===== src/rtl/io_timer.sv =====
// Memory-mapped countdown timer with prescaler, auto-reload and an INTR/INT_ACK handshake.
// Registers: CTRL (EN/AUTO/IE), LOAD, COUNT, STATUS (PEND/OVR, write-1-to-clear).
module io_timer #(
  parameter int unsigned PRESCALE = 1
) (
  input  logic        sys_clk,
  input  logic        reset,
  input  logic [31:0] Address,
  input  logic [31:0] D_in,
  input  logic        IO_cs,
  input  logic        IO_rd,
  input  logic        IO_wr,
  input  logic        INT_ACK,
  output logic [31:0] D_out,
  output logic        INTR
);

  localparam int unsigned PsW = (PRESCALE > 1) ? $clog2(PRESCALE) : 1;
  localparam logic [PsW-1:0] PsMax = PsW'(PRESCALE - 1);

  logic [2:0]     ctrl_q, ctrl_d;
  logic [31:0]    load_q, load_d;
  logic [31:0]    count_q, count_d;
  logic [PsW-1:0] ps_q, ps_d;
  logic           pend_q, pend_d;
  logic           ovr_q, ovr_d;
  logic [31:0]    dout_q, dout_d;
  logic           intr_q, intr_d;

  logic        wr_en, rd_en;
  logic [1:0]  sel;
  logic        ctrl_wr, load_wr, count_wr, stat_wr;
  logic        tick, expire;
  logic [31:0] rdata;

  // Only Address[3:2] matters; chip-select does the rest of the decode.
  logic unused_addr;
  assign unused_addr = ^{Address[31:4], Address[1:0]};

  always_comb begin
    wr_en    = IO_cs & IO_wr;
    rd_en    = IO_cs & IO_rd;
    sel      = Address[3:2];
    ctrl_wr  = wr_en & (sel == 2'd0);
    load_wr  = wr_en & (sel == 2'd1);
    count_wr = wr_en & (sel == 2'd2);
    stat_wr  = wr_en & (sel == 2'd3);

    ctrl_d = ctrl_wr ? D_in[2:0] : ctrl_q;
    load_d = load_wr ? D_in : load_q;

    // A write that clears EN suppresses a tick landing on the same edge.
    tick = ctrl_q[0] & (ps_q == PsMax) & ctrl_d[0];
    ps_d = (ctrl_q[0] && ctrl_d[0] && (ps_q != PsMax)) ? ps_q + PsW'(1) : '0;

    expire  = 1'b0;
    count_d = count_q;
    if (count_wr) begin
      count_d = D_in;
    end else if (tick) begin
      if (count_q > 32'd1) begin
        count_d = count_q - 32'd1;
      end else if (count_q == 32'd1) begin
        expire  = 1'b1;
        count_d = ctrl_q[1] ? load_d : 32'd0;
      end
    end

    // Expiry beats any clear on the same edge.
    pend_d = (pend_q & ~(stat_wr & D_in[0]) & ~INT_ACK) | expire;
    ovr_d  = (ovr_q & ~(stat_wr & D_in[1])) | (expire & pend_q);

    rdata = '0;
    unique case (sel)
      2'd0: rdata = {29'd0, ctrl_q};
      2'd1: rdata = load_q;
      2'd2: rdata = count_q;
      2'd3: rdata = {30'd0, ovr_q, pend_q};
      default: rdata = '0;
    endcase
    dout_d = rd_en ? rdata : dout_q;

    // INTR comes straight from a flop so it cannot glitch.
    intr_d = pend_d & ctrl_d[2];
  end

  always_ff @(posedge sys_clk or negedge reset) begin
    if (!reset) begin
      ctrl_q  <= '0;
      load_q  <= '0;
      count_q <= '0;
      ps_q    <= '0;
      pend_q  <= 1'b0;
      ovr_q   <= 1'b0;
      dout_q  <= '0;
      intr_q  <= 1'b0;
    end else begin
      ctrl_q  <= ctrl_d;
      load_q  <= load_d;
      count_q <= count_d;
      ps_q    <= ps_d;
      pend_q  <= pend_d;
      ovr_q   <= ovr_d;
      dout_q  <= dout_d;
      intr_q  <= intr_d;
    end
  end

  assign D_out = dout_q;
  assign INTR  = intr_q;

endmodule


===== config.mk =====
export PLATFORM = sky130hd
export DESIGN_NAME = io_timer
export DESIGN_NICKNAME = d
export VERILOG_FILES = /design/src/rtl/io_timer.sv
export SDC_FILE = /design/constraint.sdc
export NUM_CORES = 1
export LEC_CHECK = 0
export CAP_MARGIN = 15
export CELL_PAD_IN_SITES_DETAIL_PLACEMENT = 1
export CELL_PAD_IN_SITES_GLOBAL_PLACEMENT = 2
export CORE_ASPECT_RATIO = 1.2
export CORE_MARGIN = 4
export CORE_UTILIZATION = 33
export CTS_CLUSTER_SIZE = 8
export DETAILED_ROUTE_END_ITERATION = 12
export PLACE_DENSITY_LB_ADDON = 0.1
export SLEW_MARGIN = 20
export SYNTH_ARGS = -nofsm -noshare
export SYNTH_HDL_FRONTEND = slang
export SYNTH_SLANG_ARGS = --single-unit

===== constraint.sdc =====
create_clock -name sys_clk -period 3 [get_ports sys_clk]
set_input_delay 0.45 -clock sys_clk [delete_from_list [all_inputs] [get_ports sys_clk]]
set_output_delay 0.45 -clock sys_clk [all_outputs]
set_load 0.01 [all_outputs]

== Word-level counts from Yosys, hierarchy flattened ==
Cells that the tools add are included.

* $add $sub $neg: 2
* Multiply operators: 0
* Div/mod/pow operators: 0
* Order comparisons: 1
* Equal/unequal tests: 4
* Shifts and indexed selects: 0
* Mux-type cells: 13
* Bitwise operators: 21
* Reductions and logical operators: 6

{| class="wikitable"
|+ Operator list
! operator !! number
|-
| $mux W32 || 6
|-
| $pmux W32 S4 || 1
|-
| $eq A32 B1 Y1 const B || 1
|-
| $gt A32 B1 Y1 const B || 1
|-
| $sub A32 B1 Y32 const B || 1
|-
| $and A1 B1 Y1 || 15
|-
| $mux W1 || 5
|-
| $eq A2 B2 Y1 const B || 2
|-
| $not A1 Y1 || 4
|-
| $mux W3 || 1
|-
| $reduce_bool A3 Y1 || 1
|-
| $eq A2 B1 Y1 const B || 1
|-
| $logic_and A1 B1 Y1 || 2
|-
| $logic_not A2 Y1 || 1
|-
| $or A1 B1 Y1 || 2
|-
| $reduce_and A2 Y1 || 1
|-
| $reduce_bool A2 Y1 || 1
|-
| $add A1 B1 Y1 const B || 1
|}

* Register bits after elaboration: 103
* Latch bits: 0
* Memory bits (writable): 0
* Bits in read-only memories: 0
* Input bits: 70
* Memories: 0

== Longest topological paths before layout ==
* Depth after elaboration: 8
* Depth in mapped cells: 10

== Least setup slack after synthesis ==
OpenSTA, ideal clock, no wires.

* Path kind: register -> register
* Start point: register count_q[5]
* End point: register count_q[3]
* Library setup time: 0.127 ns
* Arrival: 2.314 ns
* Setup slack: 0.559 ns
* Cell stages (with the launch flop): 10
* Clock period less this slack: 2.441 ns
* Cells stage by stage: dfrtp_1 buf_6 or4_4 buf_6 or3_4 nor4_4 buf_6 a21oi_1 a311oi_1 o21ai_1

* Longest elaborated chain between the ends: 4
* Elaborated cells between the ends (all ways): 7
* Those cells by class: order compare: 1; eq/ne: 1; mux: 3; reduce/logical: 2

{| class="wikitable"
|+ Ends and longest elaborated chain
! element !! line !! source
|-
| from (decl) || 23 || <nowiki>logic [31:0] count_q, count_d;</nowiki>
|-
| from (signal assigned) || 100 || <nowiki>count_q <= count_d;</nowiki>
|-
| $gt A32 B1 Y1 || 61 || <nowiki>if (count_q > 32'd1) begin</nowiki>
|-
| $mux W32 || 61 ||
|-
| $mux W32 || 60 || <nowiki>end else if (tick) begin</nowiki>
|-
| $mux W32 || 58 || <nowiki>if (count_wr) begin</nowiki>
|}

Several ways; a longest one is shown, not always the timed one. The select of a mux whose other input is x is not followed.
A chain may end at the register's enable or synchronous reset.

== Final worst setup path ==
* Start point: register count_q[29]
* End point: register count_q[19]

Same word-level chain as after synthesis.

==> results.txt <==
----------------------------------------------------
[Outcome]
  Result of the run ... completed

[Finish]
  Register Area ... 0.00258 mm²
  Core utilization of the finished layout ... 41.7%
  Commonest non-fill, non-tap cells in the layout ... dfrtp_1 (103), clkdlybuf4s50_1 (71), nand2_1 (57), o21ai_0 (54), nor2_1 (43)
  Area added between synthesis and finish ... 24.1%
  Post-layout nets ... 731
  Antenna cell count ... 0
  Leading cell type in the layout, fill and taps excluded ... dfrtp_1
  Area of the multi-input gates ... 0.00278 mm²
  Filler cells ... 1,909
  Ratio of cells with drive above 1 in the final layout ... 18.1%

[Drt]
  Residual antenna-violating net count after detailed routing ... 0
  Detailed-routing iteration count for the pre-antenna-repair pass ... 4
  Total wire length after detailed routing ... 18,500 µm
  Initial detailed-routing violation count ... 284
  Detailed-route vias per instance ... 5.59
  Residual DRC count ... 0
  Routed len/inst ... 21.0 µm
  Via Count ... 4,912

[Yosys]
  Fraction of synthesized area in multiplexers ... 8.35%
  Cell types with the largest area share after synthesis ... dfrtp_1 (46%), mux2_2 (7.2%), o21ai_0 (4.8%), a22oi_1 (3.9%), nand2_1 (3.9%)
  Post-synth design cell area ... 0.00563 mm²
  Number of cells produced by synthesis ... 581
  Fraction of synthesized cell area in xor and xnor cells ... 1.40%
  Flip-flop and latch count after synthesis ... 103
  EDFF count, synth ... 0
  Adder-cell share of the synthesized area ... 0.444%
  Distinct cell type count of the synthesized netlist ... 62
  Sequential cell area fraction in the yosys report ... 45.8%
  Post-synth top flop ... dfrtp_1
  Main combinational cell family by area after synthesis ... compound AO/OA/AOI/OAI gates
  Share of async-settable or async-resettable flops after synthesis ... 100%
  Compound-Gate Fraction of Synth Area ... 19.5%
  Warnings from Yosys ... 0
  Top-area cell type share of the netlist area ... 45.8%
  Syn avg cell area ... 9.70 µm²
  Post-synthesis net count ... 653
  Area share of and/or/nand/nor cells after synthesis ... 19.4%
  Cell type with the highest aggregate area in the netlist ... dfrtp_1

[Worst setup path]
  Delay of the slowest cell on the worst path ... 560 ps
  Critical path fanouts, max ... 11
  Critical path, cell by cell ... or4_4 -> or3_1 -> nor4_2 -> nor2_1 -> buf_4 -> a21oi_1 -> o31ai_1
  CP Data Required Time ... 3230 ps
  Kind of end point of the critical path ... register
  Category of the worst setup path launch point ... register
  Slowest-stage cell, CP ... or4_4
  Register-to-Register Setup Slack ... 200 ps
  Crit path kind ... reg -> reg
  Arr. time, crit path ... 3020 ps

[Global routing]
  Number of antenna violations at the first check in global routing ... 0
  GRT Residual Overflow ... 0
  First-pass GRT wire length ... 29,800 µm
  Via count of the first global-routing pass ... 5,341
  Overall routing resource usage ... 19.7%
  Largest net degree at the start of global routing ... 48

[Clocking]
  Deepest level of the CTS H-tree ... 3
  CTS Buf Count ... 9
  Number of sinks handled by clock tree synthesis ... 103
  Clock Path Buffers ... 2
  Post-CTS Setup Bufs ... 0
  Worst-path clk slew ... 70 ps
  Clock Latency Late Sink ... 350 ps
  Clock Tree Root ... clkbuf_16
  TritonCTS clock tree ... yes
  Number of hold buffers added after cts ... 0
  Gates resized, CTS repair ... 0

[STA]
  Number of slew-limit violations in the final report ... 0
  Maximum clock frequency ... 0.357 GHz
  Maximum clock skew at final layout ... 8.42 ps
  Final cycle utilization of the critical path ... 93.2%
  Max-Slew Margin vs Limit ... 58.3%
  Setup repair after global routing missed its margin ... no
  Endpoints failing hold ... 0
  Final-layout setup total negative slack ... 0 ps
  Transition time of the tightest slew-check pin ... 623 ps
  Clock period minus worst slack ... 2800 ps
  Count of endpoints failing setup in the final report ... 0

[Die]
  Starting density of the core ... 33.6%
  Placeable core area ... 0.0168 mm²
  Top-Level Pins ... 103
  Die Span X ... 127 µm
  Total Die Area ... 0.0192 mm²
  Site row count ... 52
  Die outline height ... 151 µm

[Place]
  # port buffers ... 72
  DP HPWL ... 13,200 µm
  Final weighted congestion in routability-driven placement ... 0.833

[Power and ir drop]
  Leakage dissipation ... 2.80 nW
  Power density over cell area ... 644 mW/mm²
  Max VDD drop ... 0.237 mV

[Hold path]
  Kind of path behind the tightest hold check ... in -> async

[Flow run]
  Max-cap violation count ... 0

----------------------------------------------------
## sequential cells by signal (all words and copies together) (netlist names)
register,flops
ovr_q,1
INTR,1
pend_q,1
ctrl_q,3
ps_q,1
D_out,32
count_q,32
load_q,32
## metrics by stage
| step | power, mW | cells | cell area [µm²] | setup slack (ps) | hold WS, ps |
|---|---|---|---|---|---|
| floorplan | 2.71 | 581 | 5630 | 559 | 154 |
| global placement | 3.26 | 864 | 6690 | 311 | 454 |
| detailed placement | 3.31 | 864 | 6690 | 196 | 453 |
| CTS | 4.56 | 879 | 6990 | 165 | 70.5 |
| global route | 4.78 | 879 | 6990 | 54.8 | 97.2 |
| finish | 4.50 | 879 | 6990 | 203 | 57.2 |
## layout make-up
| cell class | count | share of cell area [%] |
|---|---|---|
| Multi-Input combinational cell | 427 | 39.8 |
| Sequential cell | 103 | 36.9 |
| Timing Repair Buffer | 112 | 14.9 |
| Tap cell | 216 | 3.86 |
| Clock buffer | 12 | 3.67 |
| Clock inverter | 3 | 0.608 |
| Inverter | 6 | 0.322 |
## worst max-delay path: cells and delay by family (launching register included)
family / cells / cell delay [ps]
compound gates: 2 / 300
buf+inv: 1 / 240
simple gates: 4 / 1680
flops: 1 / 440
## power by group
part	switching (mW)	internal [mW]	total, mW
clock network	0.535	0.688	1.22
registers	0.339	1.71	2.05
logic	0.618	0.611	1.23
total	1.49	3.01	4.50
## cell families (layout without fill, tap and decap cells)
| logic type | count (synthesis) | after routing |
|---|---|---|
| other cells | 1 | 1 |
| flops | 103 | 103 |
| buf+inv | 51 | 133 |
| simple gates | 198 | 198 |
| xor+xnor | 9 | 9 |
| mux | 40 | 40 |
| fa+ha+maj | 2 | 2 |
| compound gates | 177 | 177 |
## worst paths after layout
check,start,to,cells past startpoint
max,count_q[29],count_q[19],7
min,reset,D_out[22],1
max reg2reg,count_q[29],count_q[19],7
min reg2reg,D_out[30],D_out[30],2
max in group asynchronous,reset,D_out[10],2
min in group sys_clk,D_out[30],D_out[30],2
## routing by layer
layer | vias up | GRT usage (%) | share of wire, %
met2 | 100 | 34.1 | 50
met1 | 2479 | 25.5 | 44
met3 | 23 | 2.50 | 4.1
met5 | - | 0 | 0
li1 | 2310 | - | -
met4 | 0 | 6.87 | 1.8
## synthesized netlist by cell type (5+ instances only)
library cell,n
and3_1,17
buf_6,11
nor4_1,10
o21ai_0,54
nand2_1,58
inv_1,6
nor2_1,43
a311oi_1,6
xor2_1,6
a211oi_1,5
o21ai_1,21
dfrtp_1,103
mux2_2,36
a21oi_1,23
nand3_1,8
a31oi_1,12
nor3_1,12
nand4_1,5
clkbuf_1,29
and3_2,5
or3_1,6
a22oi_1,29
Power figures use the tool's default switching activity.
==> variant 1, RTL diff (config.mk and constraints unchanged) <==
Remove the register `intr_q`: a continuous assignment takes its place, so the output `INTR` follows one clock earlier.
--- a/src/rtl/io_timer.sv
+++ b/src/rtl/io_timer.sv
@@ -93,7 +93,6 @@
       pend_q  <= 1'b0;
       ovr_q   <= 1'b0;
       dout_q  <= '0;
-      intr_q  <= 1'b0;
     end else begin
       ctrl_q  <= ctrl_d;
       load_q  <= load_d;
@@ -102,9 +101,10 @@
       pend_q  <= pend_d;
       ovr_q   <= ovr_d;
       dout_q  <= dout_d;
-      intr_q  <= intr_d;
     end
   end
+
+  assign intr_q = intr_d;
 
   assign D_out = dout_q;
   assign INTR  = intr_q;
Check against the original RTL: not equivalent (Yosys sat finds a counterexample within 4 cycles, from zero or initial values and one cycle with reset low).
==> variant 1 against the unedited design <==
- cell area rose by 2.3%
- register-to-register slack gained 80 ps
- synthesized area down 0.44%
- non-clock buffer count up 24
- routed wire length up 2.6%
- maximum frequency fell by 4.1%
- setup slack worse by 120 ps
- sequential cell count down 1
- global-route usage increased by 0.87 points
- hold slack gained 32 ps
- power is 2.8% higher
- largest cell class unchanged
- largest power group unchanged
==> variant 1: results (changes against the unedited design) <==
status complete, no violations; clock skew 8.75 ps (+0.333 ps); WL/cell 21.1 um (+0.35%); register area share after synthesis 45.5% (-0.24 points); bufs w/o clock 136 (+21%); Syn Nets 652 (-0.15%); Fillers 1,889 (-1.0%); Static Leak 0.00290 uW (+3.7%); slowest CP cell or4_4; M3 GR Usage 2.86% (+0.35 points); Setup Buffers After CTS 1 (+1); Max Root-Sink Buffers 2 (unchanged); CP delay by family, top simple AND/OR/NAND/NOR gates; pre-CTS setup slack -90.9 ps (-286 ps); Max Used Layer met4; routed length on met3 570 um (-25%); CP max FO 2 (-9); Yosys warnings 0 (unchanged); register share of the cell area 35.7% (-1.2 points); worst ir drop on vdd 0.281 mV (+19%); HP Class in -> async; max_cap viols 0 (unchanged); clk tree area frac 4.23% (-0.045 points); Data buffer area share 17.1% (+2.2 points); synth top area cells dfrtp_1 46%, mux2_2 7.2%, o21ai_0 4.8%; CLK BUF 13 (+1); H-tree depth 3 (unchanged); Primary FF master, synth dfrtp_1; Synth Area per Inst 9.67 um2 (-0.27%); global placer's final weighted congestion 0.884 (+6.0%); global-route met2 utilization 35.5% (+1.4 points); relative max-transition margin 56.0% (-2.3 points); number of global-route vias before repair 5,478 (+2.6%); total track usage 20.6% (+0.87 points); placed cells 881 (+2.0%); ratio of cells with drive above 1 in the final layout 21.4% (+3.3 points); met1 GRT Util 26.2% (+0.68 points); post-synthesis async set-or-reset flop share 100% (unchanged); Non-clk invs 6 (unchanged); met2 wire len 9440 um (+2.9%); Vias 4,949 (+0.75%); CP arrival 2470 ps (-550 ps); multi-input logic area 2790 um2 (+0.27%); CTS Buf Count 9 (unchanged); # resized after CTS 5 (+5); Pre-antenna DRT Iters 5 (+1); comb_multi_in 427 (unchanged); Reg clk slew, reported paths 70 ps (about the same); first-pass GRT wire length 30,700 um (+2.9%); pin count of the biggest net entering global routing 47 (-2.1%); fin nets 754 (+3.1%); Post-synth top cells 102 x dfrtp_1, 58 x nand2_1, 54 x o21ai_0; # diodes 0 (unchanged); Routed WL 19,000 um (+2.6%); final HPWL from detailed placement 13,200 um (-0.13%); Synth cell types 62 (unchanged); seq_cells 102 (-0.97%); initial DRC count 245 (-14%); antenna violations before repair 0 (unchanged); M1 WL 8450 um (+2.8%)
## variant 1: cell families (layout without fill, tap and decap cells)
kind of cell,Yosys count,after routing,share of synthesized area [%]
DFF,102,102,45.5
adders and majority gates,2,2,0.446
muxes,40,40,8.39
xor gates and xnor gates,9,9,1.41
and+or+nand+nor,198,198,19.5
AOI/OAI and AO/OA,177,177,19.6
other,1,1,0.0669
buffers and inverters,51,158,5.04
## variant 1: power breakdown
group	total (uW)	switching [uW]	internal, uW
clock	1230	541	693
sequential	1920	221	1700
combinational	1480	757	719
## variant 1: stage by stage
step	utilization (%)	TNS (ps)	cell area [um2]	hold WS [ps]	total power, uW
2_1_floorplan	-	0	5610	154	2700
3_3_place_gp	41.5	-51.4	6830	461	3380
3_5_place_dp	41.5	-90.9	6830	470	3420
4_1_cts	43.4	-74.3	7140	111	4680
5_1_grt	43.5	-83.6	7160	129	4940
6_report	43.5	0	7160	89.5	4630
## variant 1: worst paths after layout
| kind | from | endpoint | slack, ps | depth (start not counted) |
|---|---|---|---|---|
| max in group asynchronous | reset | load_q[29]$_DFF_PN0_ | 2210 | 2 |
| min in group sys_clk | D_out[30]$_DFFE_PN0P_ | D_out[30]$_DFFE_PN0P_ | 480 | 2 |
| min | reset | D_out[22]$_DFFE_PN0P_ | 90 | 1 |
| max | count_q[10]$_DFFE_PN0P_ | INTR | 80 | 7 |
| min reg2reg | D_out[30]$_DFFE_PN0P_ | D_out[30]$_DFFE_PN0P_ | 480 | 2 |
| max reg2reg | count_q[24]$_DFFE_PN0P_ | count_q[8]$_DFFE_PN0P_ | 280 | 8 |
## variant 1: worst register-to-register path: cells and delay by family, from the launching register on
family | cells | cell delay [ps]
flip-flops | 1 | 380
buffers and inverters | 2 | 400
AND/OR/NAND/NOR | 4 | 1470
AO/OA/AOI/OAI | 2 | 370
==> variant 2, RTL diff (same settings) <==
Without the edit above. Take the reset off `dout_q` and load it in a clocked block of its own.
--- a/src/rtl/io_timer.sv
+++ b/src/rtl/io_timer.sv
@@ -92,7 +92,6 @@
       ps_q    <= '0;
       pend_q  <= 1'b0;
       ovr_q   <= 1'b0;
-      dout_q  <= '0;
       intr_q  <= 1'b0;
     end else begin
       ctrl_q  <= ctrl_d;
@@ -101,9 +100,12 @@
       ps_q    <= ps_d;
       pend_q  <= pend_d;
       ovr_q   <= ovr_d;
-      dout_q  <= dout_d;
       intr_q  <= intr_d;
     end
+  end
+
+  always_ff @(posedge sys_clk) begin
+    dout_q <= dout_d;
   end
 
   assign D_out = dout_q;
Behaviour: differs if reset is asserted again (counterexample within 4 cycles, from zero or initial values and one cycle with reset low); with reset held inactive, the same outputs for 4 cycles.
==> variant 2 against the unedited design <==
- count of clock-buffer cells in the layout shrank 3
- power rose by 0.67%
- cell area shrank 1.9%
- clock power fell by 7%
- routed wire length down 5.2%
- core utilization grew 0.82 points
- setup slack worse by 40 ps
- critical path depth unchanged
- die area decreased by 3.8%
- synthesized area down 4.0%
- hold slack improved by 100 ps
- sequential cell count is the same
==> variant 2: results (changes against the unedited design) <==
number of global-route vias before repair 4,978 (-6.8%); Synth Area in Compound Gates 18.9% (-0.62 points); met2 wire len 8900 um (-3.1%); share of cell area taken by multi-input logic gates 36.3% (-3.4 points); fin nets 662 (-9.4%); register area share after synthesis 50.6% (+4.9 points); CP max FO 10 (-1); Non-clk invs 3 (-3); WL/cell 21.7 um (+3.2%); M1 WL 7890 um (-4.0%); WHS 162 ps (+105 ps); Routed WL 17,500 um (-5.2%); bufs w/o clock 116 (+3.6%); Syn Nets 575 (-12%); pin count of the biggest net entering global routing 43 (-10%); Post-synth top cells 71 x dfrtp_1, 35 x mux2_2, 34 x clkbuf_1, 34 x nor2_1; area share of fa/ha/maj cells after synthesis 0.463% (+0.019 points); synth top area cells dfrtp_1 33%, edfxtp_1 18%, mux2_2 7.3%; CLK BUF 9 (-3); Pre-antenna DRT Iters 5 (+1); FF-to-FF Start count_q[25]$_DFFE_PN0P_; CP arrival 3100 ps (+80 ps); ratio of cells with drive above 1 in the final layout 19.0% (+0.89 points); routed length on met3 513 um (-33%); clk tree area frac 4.11% (-0.17 points); post-synthesis async set-or-reset flop share 68.9% (-31 points); slowest CP cell or3_1; global placer's final weighted congestion 0.780 (-6.4%); Synth cell types 59 (-4.8%); register share of the cell area 39.9% (+3.1 points); met1 GRT Util 25.0% (-0.51 points); clock skew 14.6 ps (+6.14 ps); Largest cell class registers; total track usage 19.4% (-0.34 points); Static Leak 0.00265 uW (-5.4%); Post-Syn Area 5410 um2 (-4.0%); Post-synth EDFFs 32 (+32); Syn-to-layout area delta 26.8%; global-route met2 utilization 34.6% (+0.54 points); post-synthesis mux area share 8.31% (-0.044 points); flop2flop setup slack 160 ps (-40 ps); worst slew pin tran 768 ps (+144 ps); Data buffer area share 15.6% (+0.70 points); Area after DPL 6570 um2 (-1.8%); Vias/cell 5.56 (-0.48%); initial DRC count 222 (-22%); Gate Count Post-Synth 503 (-13%); first-pass GRT wire length 28,200 um (-5.3%); pre-CTS setup slack 181 ps (-15.0 ps); Fillers 1,790 (-6.2%); placed cells 791 (-8.4%); max incr delay on CP 510 ps (-50 ps); status complete, no violations; Reg2Reg Capture Point count_q[2]$_DFFE_PN0P_; worst ir drop on vdd 0.248 mV (+5.0%)
variant 2: changes by cell type after synthesis, moves of 6 or more:
| cell | unedited run | this run |
|---|---|---|
| buf_6 | 11 | 3 |
| a21oi_1 | 23 | 29 |
| o21ai_1 | 21 | 0 |
| nand3_1 | 8 | 16 |
| a22o_1 | 2 | 32 |
| nand2_1 | 58 | 28 |
| o21ai_0 | 54 | 27 |
| dfrtp_1 | 103 | 71 |
| nor2_1 | 43 | 34 |
| a22oi_1 | 29 | 0 |
| nor3_1 | 12 | 5 |
| edfxtp_1 | 0 | 32 |
variant 2: worst register-to-register path, cell delays in order (launching register included):
cell,delay [ps]
dfrtp_1,430
or3_1,520
nor4_4,500
nor4b_2,500
buf_4,230
and2_1,270
a221oi_1,130
o21ai_0,180
variant 2: report_power, final:
part	total [uW]	internal (uW)	switching [uW]
clock	1140	571	568
sequential	2100	1770	331
combinational	1300	646	649
total	4530	2980	1550
